<file path="src/rtl/char_buf_pkg.sv">
// Shared constants and FSM state type for the HDMI character buffer write path.
package char_buf_pkg;

  localparam int CHAR_ADDR_W = 8;
  localparam int CHAR_DATA_W = 8;
  localparam logic [CHAR_DATA_W-1:0] FILL_SPACE = 8'h20;

  typedef enum logic {
    IDLE  = 1'b0,
    CLEAR = 1'b1
  } wr_state_e;

endpackage

</file>
<file path="src/rtl/char_wr_arbiter_rr_arb2.sv">
// Two-way round-robin grant; last_grant resets to 1 so requester 0 wins the first contest.
module rr_arb2 (
  input  logic       clk,
  input  logic       reset,
  input  logic       en,
  input  logic [1:0] valid,
  output logic [1:0] grant
);

  logic last_q;
  logic last_d;

  always_comb begin
    grant  = 2'b00;
    last_d = last_q;
    if (en) begin
      if (valid == 2'b11) begin
        grant = last_q ? 2'b01 : 2'b10;
      end else begin
        grant = valid;
      end
    end
    // A grant is only ever given to a valid requester, so every grant is a transfer.
    if (grant[0]) begin
      last_d = 1'b0;
    end else if (grant[1]) begin
      last_d = 1'b1;
    end
  end

  always_ff @(posedge clk or posedge reset) begin
    if (reset) begin
      last_q <= 1'b1;
    end else begin
      last_q <= last_d;
    end
  end

endmodule

</file>
<file path="src/rtl/char_wr_arbiter.sv">
// Char RAM write-port owner: round-robin between two requesters plus an optional
// full-RAM clear sequencer, enabled by defining CHAR_WR_ARB_CLEAR_EN.
module char_wr_arbiter
  import char_buf_pkg::*;
#(
  parameter int                ADDR_W    = CHAR_ADDR_W,
  parameter int                DATA_W    = CHAR_DATA_W,
  parameter logic [DATA_W-1:0] FILL_CHAR = DATA_W'(FILL_SPACE)
) (
  input  logic              clk,
  input  logic              reset,
  input  logic              req0_valid,
  input  logic [ADDR_W-1:0] req0_addr,
  input  logic [DATA_W-1:0] req0_data,
  output logic              req0_ready,
  input  logic              req1_valid,
  input  logic [ADDR_W-1:0] req1_addr,
  input  logic [DATA_W-1:0] req1_data,
  output logic              req1_ready,
  input  logic              clr_req,
  output logic              clr_busy,
  output logic              clr_done,
  output logic              ram_cea,
  output logic [ADDR_W-1:0] ram_ada,
  output logic [DATA_W-1:0] ram_din
);

  logic              cea_q, cea_d;
  logic [ADDR_W-1:0] ada_q, ada_d;
  logic [DATA_W-1:0] din_q, din_d;
  logic              arb_en;
  logic [1:0]        grant;

`ifdef CHAR_WR_ARB_CLEAR_EN
  wr_state_e         state_q, state_d;
  logic [ADDR_W-1:0] cnt_q, cnt_d;
  logic              busy_q, busy_d;
  logic              done_q, done_d;

  // A clear request pre-empts any grant in the cycle it is seen.
  assign arb_en = (state_q == IDLE) && !clr_req;
`else
  logic unused_clr_req;

  assign unused_clr_req = clr_req;
  assign arb_en         = 1'b1;
`endif

  rr_arb2 u_arb (
    .clk   (clk),
    .reset (reset),
    .en    (arb_en),
    .valid ({req1_valid, req0_valid}),
    .grant (grant)
  );

  assign req0_ready = grant[0];
  assign req1_ready = grant[1];

  always_comb begin
    cea_d = 1'b0;
    ada_d = ada_q;
    din_d = din_q;
    if (grant[0]) begin
      cea_d = 1'b1;
      ada_d = req0_addr;
      din_d = req0_data;
    end else if (grant[1]) begin
      cea_d = 1'b1;
      ada_d = req1_addr;
      din_d = req1_data;
    end
`ifdef CHAR_WR_ARB_CLEAR_EN
    state_d = state_q;
    cnt_d   = cnt_q;
    done_d  = 1'b0;
    case (state_q)
      IDLE: begin
        if (clr_req) begin
          state_d = CLEAR;
          cnt_d   = '0;
        end
      end
      CLEAR: begin
        cea_d = 1'b1;
        ada_d = cnt_q;
        din_d = FILL_CHAR;
        cnt_d = cnt_q + 1'b1;
        // Leave after the top address; the counter wrap is harmless since IDLE reloads it.
        if (cnt_q == '1) begin
          state_d = IDLE;
          done_d  = 1'b1;
        end
      end
      default: state_d = IDLE;
    endcase
    busy_d = (state_d == CLEAR);
`endif
  end

  always_ff @(posedge clk or posedge reset) begin
    if (reset) begin
      cea_q <= 1'b0;
      ada_q <= '0;
      din_q <= '0;
    end else begin
      cea_q <= cea_d;
      ada_q <= ada_d;
      din_q <= din_d;
    end
  end

`ifdef CHAR_WR_ARB_CLEAR_EN
  always_ff @(posedge clk or posedge reset) begin
    if (reset) begin
      state_q <= IDLE;
      cnt_q   <= '0;
      busy_q  <= 1'b0;
      done_q  <= 1'b0;
    end else begin
      state_q <= state_d;
      cnt_q   <= cnt_d;
      busy_q  <= busy_d;
      done_q  <= done_d;
    end
  end

  assign clr_busy = busy_q;
  assign clr_done = done_q;
`else
  assign clr_busy = 1'b0;
  assign clr_done = 1'b0;
`endif

  assign ram_cea = cea_q;
  assign ram_ada = ada_q;
  assign ram_din = din_q;

endmodule

</file>
<file path="config.mk">
export PLATFORM = sky130hd
export DESIGN_NAME = char_wr_arbiter
export DESIGN_NICKNAME = d
export VERILOG_FILES = /design/src/rtl/char_buf_pkg.sv /design/src/rtl/char_wr_arbiter_rr_arb2.sv /design/src/rtl/char_wr_arbiter.sv
export SDC_FILE = /design/constraint.sdc
export NUM_CORES = 1
export LEC_CHECK = 0
export ABC_AREA = 1
export BUFFER_PORTS_ARGS = -buffer_cell sky130_fd_sc_hd__buf_2
export CORE_MARGIN = 1.5
export CORE_UTILIZATION = 46
export CTS_BUF_LIST = sky130_fd_sc_hd__clkbuf_8
export CTS_CLUSTER_SIZE = 28
export DETAILED_ROUTE_END_ITERATION = 10
export PLACE_DENSITY = 0.81
export SETUP_SLACK_MARGIN = 0.05
export SYNTH_ARGS = -nofsm -noshare
export SYNTH_HDL_FRONTEND = slang
export SYNTH_SLANG_ARGS = --single-unit
</file>
<file path="constraint.sdc">
create_clock -name clk -period 1.6 [get_ports clk]
set_input_delay 0.48 -clock clk [delete_from_list [all_inputs] [get_ports clk]]
set_output_delay 0.48 -clock clk [all_outputs]
set_load 0.01 [all_outputs]
</file>
==> impl_results.md <==
* Synth Area in Adders at 0%
* Maximum vdd drop at 0.775 mV
* H-tree depth at 1
* RSZ-0062 raised after global routing: true
* Initial DRC Count at 32
* Flops & latches, synth at 18
* Detailed placement HPWL at 2060 µm
* Cells after Synth at 155
* Startpoint types: flop
* Largest net degree at the start of global routing at 21
* Initial core utilization at 49.5%
* Die Ht at 52.0 µm
* Die ar. at 2700 µm²
* Grt ovf at 0
* Area grow syn2layout at 30.7%
* Commonest non-fill, non-tap cells in the layout: buf_2, nand2_1, nand3_1
* Post-route clock period utilization at 98.7%
* Leakage at 0.887 nW
* F_max at 0.633 GHz
* Die Span X at 52.0 µm
* DRT Pass-1 Iters at 4
* Worst-path clk slew at 0.07 ns
* Mapped Area at 1100 µm²
* Status: complete, no violations
* CTS tree: built
* Final setup fails at 0
* Commonest non-fill, non-tap cell in the layout: buf_2
* Antenna violations before repair at 0
* Setup WS pre-CTS at 0.166 ns
* Fin worst setup slack at 0.0210 ns
* Average wire per standard cell at 11.3 µm
* Placer Congestion at 0.760
* Net count reported at finish at 249
* Layout cells sized above 1 at 36.0%
* Hold Fails Final Rpt at 0
* # diodes at 0
* Via count at 1180
* CP max FO at 2
* First-pass GRT wire length at 4550 µm
* Worst Skew at 0.00245 ns
* Worst EP required at 1.12 ns
* Syn Area/Cell at 7.13 µm²
* Clk_lat worst skew at 0.26 ns
* Worst r2r src: u_arb.last_q
* Hold buffer count at cts at 0
* Clock Sinks at 18
* Rows at 17
* Xor/xnor cell area share of the yosys netlist at 0%
* # port buffers at 54
* Number of CTS-inserted buffers at 3
* Vias in the first global route at 1087
* GRT Total Usage at 22.5%
* Longest Clk Path Bufs at 2
* Critical Path AT at 1.10 ns
* Number of remaining DRC errors at 0
* CP endpoint kind: output pin
* Distinct cells, synth at 13
* Pwr/cell area at 938 nW/µm²
* Minimum clock period after layout at 1.58 ns
* Fin util at 64.6%
* Vias per cell at 4.94
* CP startpoint: u_arb.last_q
* Cells after DPL at 234
* Register area share after synthesis at 40.9%
* Synth Area in Compound Gates at 0.453%
* MaxCap Viol Count at 0
* Largest family of logic cells by synthesized area: simple AND/OR/NAND/NOR gates
* Routed Antenna Nets at 0
* Post-Synth Simple-Gate Area at 42.2%
* Post-Layout Cell Count at 239
* Core Region at 2230 µm²
* HP Class: input port to async pin
* Synthesis Warnings at 0
* Mux cell area share after synthesis at 0%
* Drt total wl at 2700 µm
* Root buf cell: clkbuf_8
* Slew Limit Fails at 0
* I/O pins at 58
* Crit path kind: flop to output pin
area by class of cell:
type | count | area, µm²
clock buffer | 4 | 55.1
tap | 28 | 35.0
multi-input combinational | 105 | 479
sequential | 18 | 452
inverter | 21 | 78.8
timing repair buffer | 63 | 344
fill | 218 | 790
flip-flops by register name, summed over array words and instances, names as in the netlist:
register      cells
u_arb.last_q      1
ram_ada           8
ram_din           8
ram_cea           1
logic make-up after synthesis:
group,count (synthesis)
AOI/OAI and AO/OA,1
buffers and inverters,33
DFF,18
other,1
and+or+nand+nor,102
routing by layer:
metal  vias to the layer above  routed length, µm  GRT usage (%)  part of all wire [%]
li1                        586                  -              -                     -
met1                       543               1190           30.0                    44
met2                        49               1310           36.1                    49
met3                         2                193           5.46                   7.1
met4                         0                  6           6.58                  0.22
met5                         -                  0              0                     0
repair_timing:
item | CTS | global route
resized for setup | 3 | 0
buffers inserted | 1 | 0
endpoints found under the setup margin | 2 | 2
hold endpoints to repair | 0 | 0
critical path: stages (launching register included):
cell     delay [ns]
dfstp_2        0.55
inv_2          0.05
nand2_4        0.06
nand2_4        0.05
inv_2          0.05
buf_6          0.09
worst paths after layout:
kind | cells after the start | end | slack [ns]
min | 3 | ram_ada[5] | 0.23
max | 5 | req0_ready | 0.02
max in group asynchronous | 3 | u_arb.last_q | 1.12
min reg2reg | 2 | ram_ada[2] | 0.50
max reg2reg | 6 | ram_din[7] | 0.39
min in group clk | 2 | ram_ada[2] | 0.50
synthesized netlist by cell type (all sizes together):
library cell,count,area (µm²)
buf,12,98.8
nand3,45,225
nand2,57,241
conb,1,3.75
inv,21,78.8
dfstp,1,26.3
dfrtp,17,425
o21ai,1,5.00
per-stage QoR:
step	hold slack [ns]	setup TNS [ns]	total power, mW	instance area, µm²
floorplan	0.418	0	0.832	1110
global placement	0.483	0	0.971	1380
detailed placement	0.491	0	0.985	1380
CTS	0.235	0	1.37	1440
global route	0.246	-0.0391	1.45	1440
finish	0.228	0	1.35	1440
report_power, final:
part           internal [mW]  switching, mW  leakage (nW)
sequential             0.530         0.0387         0.202
combinational          0.177          0.235         0.656
clock                  0.219          0.154        0.0288
Note: power is estimated with default switching activity, not from simulation.
